[config.mk]
export PLATFORM = sky130hd
export DESIGN_NAME = gnn_result_streamer
export DESIGN_NICKNAME = d
export VERILOG_FILES = /design/src/rtl/gnn_result_streamer.sv
export SDC_FILE = /design/constraint.sdc
export NUM_CORES = 1
export LEC_CHECK = 0
export ABC_CLOCK_PERIOD_IN_PS = 2900
export BUFFER_PORTS_ARGS = -buffer_cell sky130_fd_sc_hd__buf_2
export CAP_MARGIN = 20
export CORE_MARGIN = 2
export CORE_UTILIZATION = 41
export DETAILED_ROUTE_END_ITERATION = 7
export SYNTH_ARGS = -nofsm -noshare
export SYNTH_HDL_FRONTEND = slang
export SYNTH_SLANG_ARGS = --single-unit
[constraint.sdc]
create_clock -name clk -period 2.9 [get_ports clk]
set_clock_uncertainty 0.1 [all_clocks]
set_input_delay 0.29 -clock clk [delete_from_list [all_inputs] [get_ports clk]]
set_output_delay 0.29 -clock clk [all_outputs]
set_load 0.1 [all_outputs]
[src/rtl/gnn_result_streamer.sv]
// gnn_result_streamer
// Output stage after the GNN datapath. It captures one frame of final-layer
// scores on the rising edge of the combined ready flags and streams them out
// one score per beat in node-major order. It also registers a per-node argmax
// class prediction and keeps sticky error flags for dropped frames and
// inconsistent ready flags.
module gnn_result_streamer #(
    parameter  int DW          = 21,
    parameter  int NUM_NODES   = 4,
    parameter  int NUM_CLASSES = 2,
    localparam int NE          = NUM_NODES * NUM_CLASSES,
    localparam int IW          = (NE > 1) ? $clog2(NE) : 1,
    localparam int NW          = (NUM_NODES > 1) ? $clog2(NUM_NODES) : 1,
    localparam int CW          = (NUM_CLASSES > 1) ? $clog2(NUM_CLASSES) : 1
) (
    input  logic                        clk,
    input  logic                        rst_n,
    input  logic [NE*DW-1:0]            res_flat,
    input  logic [NE-1:0]               res_rdy,
    output logic                        m_valid,
    input  logic                        m_ready,
    output logic signed [DW-1:0]        m_data,
    output logic [NW-1:0]               m_node,
    output logic [CW-1:0]               m_class,
    output logic                        m_last,
    output logic [NUM_NODES*CW-1:0]     pred,
    output logic                        pred_valid,
    output logic                        busy,
    output logic                        overrun,
    output logic                        flag_err,
    input  logic                        clr_err
);

    localparam logic [0:0] S_IDLE  = 1'b0;
    localparam logic [0:0] S_DRAIN = 1'b1;

    logic [0:0]              state;
    logic [IW-1:0]           idx;
    logic signed [DW-1:0]    score_buf [NE];
    logic                    rdy_prev;
    logic                    rdy_all;
    logic                    frame_evt;
    logic                    capture;
    logic                    xfer;
    logic                    at_last;
    logic                    partial;
    logic [NUM_NODES*CW-1:0] pred_next;

    // A frame is the rising edge of "every score ready"; a held level counts once.
    assign rdy_all   = &res_rdy;
    assign frame_evt = rdy_all & ~rdy_prev;
    assign capture   = frame_evt && (state == S_IDLE);
    assign xfer      = m_valid && m_ready;
    assign at_last   = (idx == IW'(NE - 1));
    assign partial   = (res_rdy != '0) && !rdy_all;
    assign m_valid   = (state == S_DRAIN);
    assign busy      = (state == S_DRAIN);

    // Remember the previous combined flag; starts high so flags already up at reset release are ignored.
    always_ff @(posedge clk or negedge rst_n) begin
        if (!rst_n) begin
            rdy_prev <= 1'b1;
        end else begin
            rdy_prev <= rdy_all;
        end
    end

    // Stream control: enter DRAIN on capture, advance per accepted beat, return to IDLE after the last one.
    always_ff @(posedge clk or negedge rst_n) begin
        if (!rst_n) begin
            state <= S_IDLE;
            idx   <= '0;
        end else if (capture) begin
            state <= S_DRAIN;
            idx   <= '0;
        end else if ((state == S_DRAIN) && xfer) begin
            if (at_last) begin
                state <= S_IDLE;
                idx   <= '0;
            end else begin
                idx <= idx + 1'b1;
            end
        end
    end

    // Frame buffer: all scores latched together at capture, untouched while draining.
    always_ff @(posedge clk or negedge rst_n) begin
        if (!rst_n) begin
            for (int e = 0; e < NE; e++) begin
                score_buf[e] <= '0;
            end
        end else if (capture) begin
            for (int e = 0; e < NE; e++) begin
                score_buf[e] <= res_flat[e*DW +: DW];
            end
        end
    end

    // Per-node argmax of the incoming scores; strict greater-than keeps the lowest class on ties.
    always_comb begin
        logic signed [DW-1:0] best_val;
        logic signed [DW-1:0] cand;
        logic [CW-1:0]        best_cls;
        pred_next = '0;
        best_val  = '0;
        cand      = '0;
        best_cls  = '0;
        for (int n = 0; n < NUM_NODES; n++) begin
            best_val = res_flat[(n*NUM_CLASSES)*DW +: DW];
            best_cls = '0;
            for (int c = 1; c < NUM_CLASSES; c++) begin
                cand = res_flat[(n*NUM_CLASSES + c)*DW +: DW];
                if (cand > best_val) begin
                    best_val = cand;
                    best_cls = CW'(c);
                end
            end
            pred_next[n*CW +: CW] = best_cls;
        end
    end

    // Prediction register with a one-cycle update pulse on every captured frame.
    always_ff @(posedge clk or negedge rst_n) begin
        if (!rst_n) begin
            pred       <= '0;
            pred_valid <= 1'b0;
        end else begin
            pred_valid <= capture;
            if (capture) begin
                pred <= pred_next;
            end
        end
    end

    // Sticky error flags; a new error in the same cycle as a clear wins.
    always_ff @(posedge clk or negedge rst_n) begin
        if (!rst_n) begin
            overrun  <= 1'b0;
            flag_err <= 1'b0;
        end else begin
            if (frame_evt && (state == S_DRAIN)) begin
                overrun <= 1'b1;
            end else if (clr_err) begin
                overrun <= 1'b0;
            end
            if (partial) begin
                flag_err <= 1'b1;
            end else if (clr_err) begin
                flag_err <= 1'b0;
            end
        end
    end

    // Beat presentation from the buffer; outputs read as zero whenever no beat is offered.
    always_comb begin
        int unsigned idx_u;
        idx_u   = 32'(idx);
        m_data  = '0;
        m_node  = '0;
        m_class = '0;
        m_last  = 1'b0;
        if (m_valid) begin
            m_data  = score_buf[idx];
            m_node  = NW'(idx_u / NUM_CLASSES);
            m_class = CW'(idx_u % NUM_CLASSES);
            m_last  = at_last;
        end
    end

endmodule

======== Word-level counts from Yosys, hierarchy flattened ========
Index checks and enable logic that the tools add are counted.
cells by class
  $add $sub $neg .......................... 1
  order comparisons ....................... 5
  equal/unequal tests ..................... 1
  mux-type cells .......................... 20
  bitwise operators ....................... 4
  reductions and logical operators ........ 13
operators with widths
  kind                                                            number
  21-bit greater-than comparator                                  4
  21-bit binary-select mux with 3-bit select                      1
  21-bit 2-to-1 mux                                               3
  1-bit 2-to-1 mux                                                12
  3-bit 2-to-1 mux                                                3
  8-bit AND reduction                                             1
  2-bit nonzero test                                              4
  8-bit nonzero test                                              1
  1-bit logical AND                                               5
  4-bit >= comparator (second input constant)                     1
  3-bit NOT with 4-bit output                                     1
  3-bit by 1-bit adder with 3-bit output (second input constant)  1
  3-bit equality test (second input constant)                     1
  2-bit 2-to-1 mux                                                1
  1-bit NOT                                                       2
  2-bit AND reduction                                             1
  1-bit bitwise AND                                               1
  1-bit logical NOT                                               1
word-level totals
  bits in registers ....................... 180
  input port bits ......................... 180
  logic and storage cells ................. 59

======== Logic depth before layout (Yosys ltp) ========
  depth in word-level cells ............... 5
  gate-level depth with buffers ........... 8

======== Worst setup path after synthesis ========
No wires, ideal clock.
  path type ............................... register to output
  from .................................... register state (netlist: busy)
  to ...................................... output m_data[0]
  arrival ................................. 2.655 ns
  slack ................................... -0.145 ns
  stages on the path, launching flop included .. 3
  buffers on the path ..................... 1
  path through ............................ dfrtp_1 clkbuf_1 nor2b_1
between the ends
  word-level cells in the longest chain between the ends .. 1
RTL lines
  what                    line  RTL
  start, declared         37    logic [0:0] state;
  start signal, assigned  71    state <= S_IDLE;
  start signal, assigned  74    state <= S_DRAIN;
  start signal, assigned  78    state <= S_IDLE;
  21-bit 2-to-1 mux       162   if (m_valid) begin
  end, declared           22    output logic signed [DW-1:0] m_data,
Every way passes these cells.

======== Worst setup path in the final report ========
  from .................................... register idx[0]
  to ...................................... output m_data[2]
between the ends
  word-level cells in the longest chain between the ends .. 5
RTL lines
  what                                                  line  RTL
  start, declared                                       38    logic [IW-1:0] idx;
  start signal, assigned                                81    idx <= idx + 1'b1;
  3-bit NOT with 4-bit output (not written as such)     163   m_data = score_buf[idx];
  21-bit binary-select mux with 3-bit select            163
  21-bit 2-to-1 mux (not written as such) (2 in a row)  163
  21-bit 2-to-1 mux                                     162
Every way passes these cells. The select of a mux whose other input is x is not followed.

==> reports/summary.txt <==
crit start category = flop
Yosys reg bits = 180
DIE HEIGHT = 161.2 microns
Initial DRC Count = 611
period utilization = 0.9164
cell area after layout = 12880 sq um
CTS tree = done
Area Growth Syn to Fin = 27.25%
Slew Viols, Final = 0
core box area = 24250 sq um
grt met2 use = 0.4097
Clock Path Buffers = 2
GR peak layer = met2
Synth Flop Type = dfrtp_1
antenna violations before repair = 0
Residual DRC = 0
Required @ worst endpoint = 2.51 ns
hold path cells = 3
critical path data arrival time = 2.27 ns
CTS root buffer = clkbuf_16
Worst Tran Pin Value = 0.6387 ns
fmax = 0.3763 GHz
Max-slew headroom = 0.5742
Post-Syn Instances = 1083
largest cells by area after synthesis = dfrtp_1, nand2_1, ha_1, mux4_2, o21ai_0
Synth Warn # = 0
drt wl/cell = 17.73 microns
Post-Syn Nets = 1349
Worst setup EP type = output pin
Hold Crit Class = in2reg
Num CTS Buffers = 17
Starting Density = 0.4176
Mapped Area = 10130 sq um
Unique masters post-synth = 45
Final min period = 2.658 ns
port bufs = 213
GRT met1 Usage = 0.3175
CP Max Fanout = 47
via count of the first global-routing pass = 8831
setup repair after global routing missed its margin = false
routed vias = 8458
Die W = 161.2 microns
Vias per Instance = 5.035
top cell type's share of synthesized area = 0.4424
asr flop ratio synth = 1.000
Fin. Hold Viols = 0
met3 Use GR = 0.03030
sequential share of the synthesized area = 0.4450
kind of critical path = reg2out
EDFF count, synth = 0
largest net degree at the start of global routing = 86
n_diodes = 0
total negative slack = 0 ns
outcome = finished clean
P_leak = 6.735 nW
Clock transition at path regs = 0.07 ns
first-pass GRT wire length = 47.58 mm
most frequent cell after synthesis = nand2_1
postcts setup bufs = 0
Avg Cell Area, Syn = 9.350 sq um
detailed placer's ending HPWL = 22.67 mm
num ports = 214
post_cts resized = 0
share of cells above drive strength 1 = 0.2500
Post-DP Area = 11660 sq um
final WL = 29.78 mm
clock sink total = 180
most common library cells after synthesis = nand2_1, dfrtp_1, o21ai_0
leading area contributor after synthesis = dfrtp_1
R2R depth = 5
Total GRT Usage = 0.2375
drt pass-1 iters = 5
die area = 25970 sq um
Max H-tree Level = 4
max-cap viol count = 0
pwr dens = 547.2 nW/um^2
maximum vdd drop = 0.0003889 V
fin nets = 1609
Final ANT Viol Nets = 0
# setup viols final = 0
RePlAce Congestion = 0.8301
total gr overflow = 0
worst skew pair latency = 0.42 ns
num rows = 57
[worst paths after layout]
check / start / end / slack (ns)
max reg2reg: busy$_DFFE_PN0P_ / score_buf[124]$_DFFE_PN0P_ / 0.97
min: res_flat[107] / score_buf[44]$_DFFE_PN0P_ / 0.01
min reg2reg: score_buf[5]$_DFFE_PN0P_ / score_buf[5]$_DFFE_PN0P_ / 0.36
max in group asynchronous: rst_n / rdy_prev$_DFF_PN1_ / 1.59
max: idx[0]$_DFFE_PN0P_ / m_data[2] / 0.24
min in group asynchronous: rst_n / score_buf[123]$_DFFE_PN0P_ / 0.31
[critical path: stages, from the launching register on]
cell and delay (ns):
dfrtp_2 0.38, buf_12 0.33, mux4_2 0.55, mux2i_1 0.19, nor2b_2 0.08, buf_2 0.29
[final cells by class]
class | count | area, sq um
clock buffer | 17 | 425.4
clock inverter | 15 | 136.4
fill | 2261 | 11360
inverter | 91 | 341.6
multi-input combinational | 757 | 5107
sequential | 180 | 4508
tap | 324 | 405.4
timing repair buffer | 296 | 1961
[metal layers]
layer,up-vias,wire length (microns),part of all wire
li1,4166,-,-
met1,4041,13220,0.44
met2,219,14810,0.50
met3,32,1225,0.041
met4,0,524,0.018
met5,-,0,0
[flip-flops by register name, summed over array words and instances (netlist names)]
| name | count |
|---|---|
| pred | 4 |
| score_buf | 168 |
| idx | 3 |
| pred_valid | 1 |
| flag_err | 1 |
| busy | 1 |
| overrun | 1 |
| rdy_prev | 1 |
[kinds of logic after synthesis]
logic type / count (synthesis) / synth area share
AND/OR/NAND/NOR: 443 / 0.1837
adder cells (fa/ha/maj): 86 / 0.1063
buffers and inverters: 146 / 0.05647
multiplexers: 66 / 0.1175
AO/OA/AOI/OAI: 162 / 0.09107
flip-flops: 180 / 0.4450
[power by group]
group	switching [mW]	internal, mW
Sequential	0.155	2.72
Clock	1.10	1.14
Combinational	1.09	0.846
Total	2.34	4.71
[cell usage in the layout (no fill, tap or decap), drive strengths merged, types with 8 or more instances in the layout]
master         n
buf          230
nand4         15
a21oi         32
inv          100
a21o          10
nand2        364
nor2b         22
mux4          42
o21ai         98
dfrtp        179
mux2i         21
clkbuf        17
ha            86
nor2          11
nand3          8
dlygate4sd3   66
[stage by stage]
step	hold WS (ns)	setup slack, ns	utilization	instances	total power, mW
final	0.01069	0.2423	0.5314	1680	7.051
after global routing	0.007994	0.09717	0.5314	1680	7.437
after CTS	0.0002309	0.1918	0.5314	1680	7.131
after detailed placement	0.2116	0.4564	0.4810	1582	4.816
after global placement	0.2158	0.4983	0.4810	1582	4.789
after floorplan	-0.1056	0.001483	-	1083	4.199
[repair_timing]
item,4_1_cts,5_1_grt
endpoints found under the hold margin,125,0
hold buffers,66,0
endpoints found under the setup margin,0,0
Note: power is estimated with default switching activity, not from simulation.
